### src/rtl/cache_mem_arbiter.sv
// Shares one AXI-bridge request port between the I-cache and the D-cache, one
// transaction at a time; data wins ties until inst has watched MAX_DATA_STREAK data grants.
module cache_mem_arbiter #(
  parameter int unsigned MAX_DATA_STREAK = 4
) (
  input  logic        clk,
  input  logic        resetn,
  input  logic        inst_req,
  input  logic [31:0] inst_addr,
  output logic [31:0] inst_rdata,
  output logic        inst_addr_ok,
  output logic        inst_data_ok,
  input  logic        data_req,
  input  logic        data_wr,
  input  logic [1:0]  data_size,
  input  logic [31:0] data_addr,
  input  logic [31:0] data_wdata,
  output logic [31:0] data_rdata,
  output logic        data_addr_ok,
  output logic        data_data_ok,
  output logic        mem_req,
  output logic        mem_wr,
  output logic [1:0]  mem_size,
  output logic [31:0] mem_addr,
  output logic [31:0] mem_wdata,
  input  logic [31:0] mem_rdata,
  input  logic        mem_addr_ok,
  input  logic        mem_data_ok
);

  typedef enum logic [2:0] {
    IDLE   = 3'd0,
    I_ADDR = 3'd1,
    I_DATA = 3'd2,
    D_ADDR = 3'd3,
    D_DATA = 3'd4
  } state_t;

  localparam logic [2:0] STREAK_MAX = 3'(MAX_DATA_STREAK);

  state_t     state_r;
  state_t     state_s;
  logic [2:0] streak_r;
  logic [2:0] streak_s;

  // state and streak registers
  always_ff @(posedge clk or negedge resetn) begin
    if (!resetn) begin
      state_r  <= IDLE;
      streak_r <= 3'd0;
    end else begin
      state_r  <= state_s;
      streak_r <= streak_s;
    end
  end

  // arbitration and transaction sequencing; grants are only made from IDLE
  always_comb begin
    state_s  = state_r;
    streak_s = streak_r;
    case (state_r)
      IDLE: begin
        if (inst_req && (!data_req || streak_r == STREAK_MAX)) begin
          state_s  = I_ADDR;
          streak_s = 3'd0;
        end else if (data_req) begin
          state_s = D_ADDR;
          if (!inst_req) begin
            streak_s = 3'd0;
          end else if (streak_r < STREAK_MAX) begin
            streak_s = streak_r + 3'd1;
          end else begin
            streak_s = streak_r;
          end
        end else begin
          state_s = IDLE;
        end
      end
      I_ADDR: begin
        if (inst_req && mem_addr_ok) begin
          state_s = I_DATA;
        end else begin
          state_s = I_ADDR;
        end
      end
      I_DATA: begin
        if (mem_data_ok) begin
          state_s = IDLE;
        end else begin
          state_s = I_DATA;
        end
      end
      D_ADDR: begin
        if (data_req && mem_addr_ok) begin
          state_s = D_DATA;
        end else begin
          state_s = D_ADDR;
        end
      end
      D_DATA: begin
        if (mem_data_ok) begin
          state_s = IDLE;
        end else begin
          state_s = D_DATA;
        end
      end
      default: begin
        state_s  = IDLE;
        streak_s = 3'd0;
      end
    endcase
  end

  // bus steering: handshakes pass through to the owner only in its own phase
  always_comb begin
    mem_req      = 1'b0;
    mem_wr       = 1'b0;
    mem_size     = 2'b00;
    mem_addr     = 32'h0000_0000;
    mem_wdata    = 32'h0000_0000;
    inst_addr_ok = 1'b0;
    inst_data_ok = 1'b0;
    data_addr_ok = 1'b0;
    data_data_ok = 1'b0;
    case (state_r)
      I_ADDR: begin
        mem_req      = inst_req;
        mem_size     = 2'b10;
        mem_addr     = inst_addr;
        inst_addr_ok = inst_req & mem_addr_ok;
      end
      I_DATA: begin
        inst_data_ok = mem_data_ok;
      end
      D_ADDR: begin
        mem_req      = data_req;
        mem_wr       = data_wr;
        mem_size     = data_size;
        mem_addr     = data_addr;
        mem_wdata    = data_wdata;
        data_addr_ok = data_req & mem_addr_ok;
      end
      D_DATA: begin
        data_data_ok = mem_data_ok;
      end
      default: begin
        mem_req = 1'b0;
      end
    endcase
  end

  assign inst_rdata = mem_rdata;
  assign data_rdata = mem_rdata;

endmodule

### config.mk
export PLATFORM = sky130hd
export DESIGN_NAME = cache_mem_arbiter
export DESIGN_NICKNAME = d
export VERILOG_FILES = /design/src/rtl/cache_mem_arbiter.sv
export SDC_FILE = /design/constraint.sdc
export NUM_CORES = 1
export LEC_CHECK = 0
export ABC_AREA = 0
export BUFFER_PORTS_ARGS = -buffer_cell sky130_fd_sc_hd__buf_2
export CAP_MARGIN = 20
export CORE_AREA = 8 8 101 103
export CTS_CLUSTER_DIAMETER = 60
export DETAILED_ROUTE_END_ITERATION = 12
export DIE_AREA = 0 0 109 111
export GPL_ROUTABILITY_DRIVEN = 0
export GPL_TIMING_DRIVEN = 1
export PLACE_DENSITY = 0.72
export SETUP_SLACK_MARGIN = 0.15
export SLEW_MARGIN = 5
export SYNTH_ARGS = -nofsm -noshare
export SYNTH_HDL_FRONTEND = slang
export SYNTH_SLANG_ARGS = --single-unit
export TNS_END_PERCENT = 1
### constraint.sdc
create_clock -name clk -period 1.35 [get_ports clk]
set_clock_uncertainty 0.05 [all_clocks]
set_input_delay 0.2025 -clock clk [delete_from_list [all_inputs] [get_ports clk]]
set_output_delay 0.2025 -clock clk [all_outputs]
set_load 0.01 [all_outputs]
==> impl_metrics.yaml <==
route:
  wl_per_cell_um: 20.0
  ant_nets: 0
  top_layer: "met5"
  drcViolationCount: 0
  wl_met2_um: 3820
  dr.pass1.iters: 4
  wl_met1_um: 3250
  wl_met3_um: 1160
  vias: 1812
  post_drt_via_cell_ratio: 4.35
  drt_first_iter_violations: 89
  wirelength_um: 8340
global_routing:
  grt_start_max_net_pins: 28
  grt_pass1_vias: 1875
  grt_use_total_pct: 12.5
  grt_pass1_wl_um: 11700
  antenna_found_initial: 3
  gr-total-overflow: 0
place:
  dp.cells: 408
  portBuffers: 176
  pre_cts_ws_ps: -180
  hpwl_um: 6680
floorplanning:
  die_h_um: 111
  start_util_pct: 17.4
  dieArea_mm2: 0.0121
  core_area_mm2: 0.00855
  die_w_um: 109
  ios: 273
  rows: 34
clock_network:
  root_buffer: "clkbuf_8"
  htreeDepth: 1
  worstSkewPairLatency_ps: 220
  cts_buffers: 3
  cts_tree: "built"
  cts.clk_slew.worst_paths_ps: 30
  clockBufferDepth: 2
  cts.sinks: 6
power:
  seq_power_share_pct: 5.7
  p_switching_w: 0.00220
  vdd_drop_max_v: 0.000768
  p_clk_share_pct: 5.1
  total_power_w: 0.00513
  comb_power_share_pct: 89.2
  powerDensity_mw_per_mm2: 1990
  p_leak_nw: 1.42
  p_int_w: 0.00293
  p_sw_share_pct: 43.0
worst_setup_path:
  required_ps: 1100
  worst_setup_path_start_kind: "flop"
  rrSetupSlack_ps: -80
  cp.arrival_ps: 1500
  end_kind: "output port"
  critPathMaxFanout: 10
  criticalPathCategory: "reg -> out"
finish:
  nFillCells: 934
  final_cell_mix: "buf_2 (141), buf_6 (36), a22o_1 (32), and2_4 (30), buf_4 (7)"
  area_growth_pct: 73.3
  drive_gt1_share_pct: 77.3
  fin_cells: 417
  final_common_cell: "buf_2"
  nets: 449
synthesis:
  ys_warn_count: 0
  synth_flop_cell: "dfrtp_1"
  netlist_instances: 191
  syn_area_per_cell_um2: 7.80
  synth-seq-cells: 6
  synth_edf_count: 0
  synth_area_mm2: 0.00149
  syn-num-nets: 330
  yosysSeqAreaShare_pct: 10.1
  synthDistinctLibCells: 35
  async_flop_share_pct: 100
run_status:
  violations: "negative setup slack"
  run_status: "finished, violations left"
flow_run:
  maxCapViolCount: 0
sta:
  hold_violations: 0
  finalSetupTns_ps: -23440
  period_share_pct: 130
  finalSetupViolCount: 75
  maxSlewHeadroom_pct: 73.0
  slew_violations: 0
  rsz0062_at_grt: "true"
  fmax_mhz: 570
  period_minus_slack_ps: 1750
  timing.final.ws_setup_ps: -404
  worst_slew_pin_slew_ps: 398
  hold_slack_ps: 169
min_path:
  hold_class: "in -> reg"
## sequential cells by signal (all words and copies together) (netlist names)
register / cells
state_r: 3
streak_r: 3
## cell usage after synthesis (2+ instances only)
cell	number	area [um2]
nand2_1	4	15.0
clkbuf_1	2	7.51
and2_1	34	213
nor3_1	3	15.0
buf_4	64	480
a21oi_1	2	10.0
dfrtp_1	6	150
buf_6	2	22.5
buf_2	9	45.0
inv_1	5	18.8
ha_1	2	25.0
a22o_1	33	289
a32o_1	2	20.0
nand2b_1	2	12.5
## worst max-delay path: stages (launching register included)
cell	delay, ps
dfrtp_1	380
and3b_4	360
buf_12	140
clkbuf_16	160
a22o_1	120
buf_2	120
## path summary, 6_finish.rpt
kind | from | end | cells after the start
hold / removal | mem_addr_ok | state_r[0] | 2
max in group asynchronous | resetn | state_r[2] | 2
setup reg to reg | state_r[0] | streak_r[0] | 4
setup / recovery | state_r[2] | mem_addr[24] | 5
min in group asynchronous | resetn | streak_r[2] | 2
hold reg to reg | streak_r[1] | streak_r[1] | 1
## layout make-up
class                   instances  area [um2]  area share, %
well taps                     108         135           5.24
inverters                       5        18.8          0.727
repair buffers                192        1330           51.7
multi-input cells             102         898           34.8
diodes                          1        2.50         0.0970
clock buffers                   3        41.3           1.60
flip-flops and latches          6         150           5.82
## through the flow
step | util [%] | area (um2)
after detailed placement | 25.2 | 2150
after global placement | 25.2 | 2150
final | 30.2 | 2580
after floorplan | - | 1620
after global routing | 30.1 | 2580
after CTS | 29.4 | 2520
## power by group through the flow
stage          registers [W]  logic (W)  clock network [W]
3_5_place_dp        0.000287    0.00370                  0
2_1_floorplan       0.000286    0.00257                  0
4_1_cts             0.000291    0.00447           0.000270
3_3_place_gp        0.000281    0.00364                  0
5_1_grt             0.000302    0.00489           0.000274
6_report            0.000291    0.00458           0.000263
## cell families after synthesis
family          synth area share (%)
compound gates                  25.0
fa+ha+maj                       1.68
buf+inv                         38.9
flops                           10.1
simple gates                    24.4
## metal layers
layer	track usage [%]	up-vias
met2	19.2	118
met1	15.2	834
met5	0	-
li1	-	838
met3	5.93	16
met4	2.83	6
## timing repair
item | 4_1_cts | 5_1_grt
endpoints found under the hold margin | 6 | 0
setup endpoints to repair | 77 | 77
pin swaps | 57 | 14
buffers inserted | 1 | 0
gates resized for setup | 45 | 6
hold buffers | 1 | 0
cloned | 2 | 1
Note: power is estimated with default switching activity, not from simulation.
